[src/rtl/mem_access_ctrl.sv]
// ============================================================================
// mem_access_ctrl : single-outstanding CPU-to-synchronous-memory access FSM
// Optional write-verify readback: define MEM_ACCESS_CTRL_VERIFY_EN
// Revision: 1.0
// ============================================================================
`default_nettype none

module mem_access_ctrl #(
  parameter int ADDR_W = 12,
  parameter int DATA_W = 16,
  parameter int RD_LAT = 1
) (
  input  logic              clk,
  input  logic              reset,
  input  logic              cpu_req,
  input  logic              cpu_we,
  input  logic [ADDR_W-1:0] cpu_addr,
  input  logic [DATA_W-1:0] cpu_wdata,
  output logic              cpu_ready,
  output logic              cpu_done,
  output logic [DATA_W-1:0] cpu_rdata,
  output logic [ADDR_W-1:0] mem_adress,
  output logic              mem_write,
  output logic [DATA_W-1:0] mem_indata,
  input  logic [DATA_W-1:0] mem_outdata,
  output logic              vfy_err,
  output logic [7:0]        vfy_cnt
);

  localparam logic [2:0] c_rd_lat = 3'(RD_LAT);

  typedef enum logic [2:0] {
    ST_IDLE     = 3'd0,
    ST_WR       = 3'd1,
    ST_RD_WAIT  = 3'd2,
    ST_VFY_WAIT = 3'd3,
    ST_DONE     = 3'd4
  } state_t;

  state_t            r_state;
  state_t            w_next;
  logic [2:0]        r_cnt;
  logic [ADDR_W-1:0] r_adress;
  logic [DATA_W-1:0] r_indata;
  logic [DATA_W-1:0] r_rdata;
  logic              r_write;
  logic              w_cnt_last;

  assign w_cnt_last = (r_cnt == 3'd1);

  always_comb begin
    w_next = r_state;
    case (r_state)
      ST_IDLE:    if (cpu_req) w_next = cpu_we ? ST_WR : ST_RD_WAIT;
`ifdef MEM_ACCESS_CTRL_VERIFY_EN
      ST_WR:      w_next = ST_VFY_WAIT;
      ST_VFY_WAIT: if (w_cnt_last) w_next = ST_DONE;
`else
      ST_WR:      w_next = ST_DONE;
`endif
      ST_RD_WAIT: if (w_cnt_last) w_next = ST_DONE;
      ST_DONE:    w_next = ST_IDLE;
      default:    w_next = ST_IDLE;
    endcase
  end

  always_ff @(posedge clk) begin
    if (reset) begin
      r_state  <= ST_IDLE;
      r_cnt    <= 3'd0;
      r_adress <= '0;
      r_indata <= '0;
      r_rdata  <= '0;
      r_write  <= 1'b0;
    end else begin
      r_state <= w_next;
      r_write <= 1'b0;
      case (r_state)
        ST_IDLE: begin
          if (cpu_req) begin
            r_adress <= cpu_addr;
            r_indata <= cpu_wdata;
            r_write  <= cpu_we;
            r_cnt    <= c_rd_lat;
          end
        end
`ifdef MEM_ACCESS_CTRL_VERIFY_EN
        ST_WR:       r_cnt <= c_rd_lat;
        ST_VFY_WAIT: r_cnt <= r_cnt - 3'd1;
`endif
        ST_RD_WAIT: begin
          r_cnt <= r_cnt - 3'd1;
          if (w_cnt_last) r_rdata <= mem_outdata;
        end
        default: ;
      endcase
    end
  end

`ifdef MEM_ACCESS_CTRL_VERIFY_EN
  logic       r_vfy_err;
  logic [7:0] r_vfy_cnt;

  // Readback compare happens on the last cycle of the verify wait.
  always_ff @(posedge clk) begin
    if (reset) begin
      r_vfy_err <= 1'b0;
      r_vfy_cnt <= 8'd0;
    end else if (r_state == ST_VFY_WAIT && w_cnt_last && mem_outdata != r_indata) begin
      r_vfy_err <= 1'b1;
      if (r_vfy_cnt != 8'hFF) r_vfy_cnt <= r_vfy_cnt + 8'd1;
    end
  end

  assign vfy_err = r_vfy_err;
  assign vfy_cnt = r_vfy_cnt;
`else
  assign vfy_err = 1'b0;
  assign vfy_cnt = 8'd0;
`endif

  assign cpu_ready  = (r_state == ST_IDLE);
  assign cpu_done   = (r_state == ST_DONE);
  assign cpu_rdata  = r_rdata;
  assign mem_adress = r_adress;
  assign mem_write  = r_write;
  assign mem_indata = r_indata;

endmodule

`default_nettype wire

[config.mk]
export PLATFORM = sky130hd
export DESIGN_NAME = mem_access_ctrl
export DESIGN_NICKNAME = d
export VERILOG_FILES = /design/src/rtl/mem_access_ctrl.sv
export SDC_FILE = /design/constraint.sdc
export NUM_CORES = 1
export LEC_CHECK = 0
export ABC_AREA = 1
export ABC_CLOCK_PERIOD_IN_PS = 1500
export CAP_MARGIN = 20
export CORE_MARGIN = 2
export CORE_UTILIZATION = 41
export CTS_CLUSTER_SIZE = 12
export DETAILED_ROUTE_END_ITERATION = 7
export PLACE_DENSITY = 0.79
export SKIP_CTS_REPAIR_TIMING = 1
export SLEW_MARGIN = 25
export SYNTH_ARGS = -nofsm -noshare
export SYNTH_HDL_FRONTEND = slang
export SYNTH_SLANG_ARGS = --single-unit
[constraint.sdc]
create_clock -name clk -period 1.5 [get_ports clk]
set_input_delay 0.3 -clock clk [delete_from_list [all_inputs] [get_ports clk]]
set_output_delay 0.3 -clock clk [all_outputs]
set_load 0.01 [all_outputs]
==> impl_results.md <==
- Status: finished, final reports clean
- WHS: approximately 0.47 ns
- Slowest CP cell: clkdlybuf4s50_1
- WL/cell: 10.4 um
- Most frequent cells in the layout: 95 x nor2_1, 86 x nand2_1, 53 x inv_1, 51 x dfxtp_1, 49 x clkdlybuf4s50_1
- Pin count of the biggest net entering global routing: 60
- R2R setup slack: 0.18 ns
- TritonCTS buffer count: 5
- Synth unique cells: 20
- Clk pin slew, worst setup/hold paths: 0.09 ns
- Inst Count DP: slightly above 500
- Leakage: 0.00233 uW
- PD cells: 987 nW/um^2
- Sequential element share of the synthesized area: 44.3%
- Commonest non-fill, non-tap cell in the layout: nor2_1
- Hold Path End: r_cnt[1]
- Initial Util: 42.2%
- R2R Path End: cpu_rdata[8]
- Synthesized area: 2310 um^2
- Post-synthesis cell count: 346
- Final Hold Violating Endpoints: 0
- Die W: 79.0 um
- Flops & latches, synth: roughly 50
- Synth Warn #: 0
- Overall routed net length: 5340 um
- Input/output buffers: 94
- IO Count: 104
- Final setup violation count: 0
- Starting DRT DRC Count: 91
- CP Buf/Inv Count: 1
- Core ar.: 5470 um^2
- Clock sink count: 51
- Crit path DAT: 1.16 ns
- Nets@finish: 489
- Remaining Overflow, GRT: 0
- Antenna cells: 0
- Chip Height: 79.0 um
- Post-route ant nets: 0
- Minimum clock period after layout: 1.46 ns
- Total GRT Usage: 17.1%
- Worst R2R Start: r_state[1]
- Fin cells: just over 500
- Clock root buffer: clkbuf_8
- Top delay family on crit path: buffers and inverters
- H-tree levels: 2
- Fmax: 686 MHz
- Critical path data required time: 1.20 ns
- Critical hold path startpoint: r_cnt[1]
- Router iterations before antenna repair: 4
- DRC Markers: 0
- Max Root-Sink Buffers: 2
- Clk_skew: 0.00449 ns
- Register-to-Register Path Depth: 6
- TritonCTS clock tree: yes
- RSZ-0062 raised after global routing: no
- First-pass GRT wire length: 8690 um
- Tcrit/Tclk final: between 90 and 100%
- Number of global-route vias before repair: about 2100
- Worst-Skew Late Latency: 0.30 ns
- Initial antenna violation count: 0
- Area grow syn2layout: 54.0%
- Critical path startpoint category: register
- Die ar.: around 6200 um^2
- Total number of vias: approximately 2200
- Worst path cell trace: clkdlybuf4s50_1
- Synth Area per Inst: ~6.7 um^2
- Worst vdd ir: ~0.8 mV
- Vias per inst: 4.36
- Register Area: 1020 um^2
- Share of cells above drive strength 1: 5.23%
- Setup CP Type: register to output pin
- Min-Delay Path Class: register to register
- Max cap viols: 0
- Crit end category: output pin
- Routability Congestion: 0.755
- Filler cells: 490
- Setup TNS: 0 ns
- Final Max Slew Viols: 0
- Multi-input gate area: 941 um^2
- Rows: 27
- DP Wirelength: around 3800 um
- CP peak stage delay: roughly 0.53 ns
- Worst-path maximum fanout: 2
- Hold Crit Depth: 2
## cells in the mapped netlist (all sizes together)
cell	count	area (um^2)
nor2	98	385
nand2	87	329
inv	53	199
dfxtp	51	1020
buf	24	169
nand4	18	113
nand3	3	20.0
nor3	3	15.0
a21oi	2	10.0
clkbuf	2	7.51
ha	2	25.0
o21ai	2	10.0
conb	1	3.75
## layer usage
metal  vias to the layer above  GRT usage, %  part of all wire [%]
li1                       1188             -                     -
met1                       955          18.4                    42
met2                        84          30.3                    46
met3                         7          6.93                    11
met4                         0          5.52                   1.3
met5                         -             0                     0
## how the worst max path moves through the flow
| stage | from | end | slack (ns) | cells past startpoint |
|---|---|---|---|---|
| floorplan | r_cnt[1] | cpu_rdata[10] | 0.20 | 8 |
| global placement | cpu_req | mem_indata[0] | 0.08 | 6 |
| detailed placement | cpu_req | mem_indata[2] | 0.02 | 5 |
| CTS | r_state[0] | cpu_done | -0.20 | 4 |
| global route | cpu_rdata[12] | cpu_rdata[12] | 0.006 | 1 |
| finish | cpu_rdata[12] | cpu_rdata[12] | 0.04 | 1 |
## layout make-up
type                            count  area share, %
Clock inverter                      3           1.90
Sequential cell                    51           28.7
Clock buffer                        5           1.94
Timing Repair Buffer              104           32.8
Multi-Input combinational cell    224           26.5
Tap cell                           72           2.54
Inverter                           53           5.60
## registers in the layout, summed over array words and instances (netlist names)
signal / cells
r_state: 3
mem_write: 1
cpu_rdata: 16
mem_indata: 16
mem_adress: 12
r_cnt: 3
## power by group
part / internal, uW / total, uW / switching (uW)
Clock: 665 / 1110 / 443
Combinational: 431 / 870 / 439
Sequential: 1470 / 1530 / 57.0
Total: 2570 / 3510 / 939
## logic make-up after synthesis
logic type,Yosys count,share of synthesized area [%]
AO/OA/AOI/OAI,4,0.868
adder cells (fa/ha/maj),2,1.08
buffers and inverters,79,16.3
flip-flops,51,44.3
other,1,0.163
AND/OR/NAND/NOR,209,37.4
## worst register-to-register path: stages, from the launching register on
cell,delay (ns)
dfxtp_1,0.43
buf_4,0.28
nand2_2,0.13
nor2_4,0.13
buf_12,0.14
nor2_1,0.04
nor2_1,0.10
## through the flow
stage	cell area [um^2]	utilization, %	setup slack [ns]	power (uW)
finish	3550	64.9	0.0414	3510
global route	3550	64.9	0.00591	3710
CTS	3420	62.5	-0.196	3590
detailed placement	3280	60.0	0.0241	2460
global placement	3280	60.0	0.0757	2440
floorplan	2340	-	0.199	2050
No activity file was read; power rests on OpenSTA's default activity.
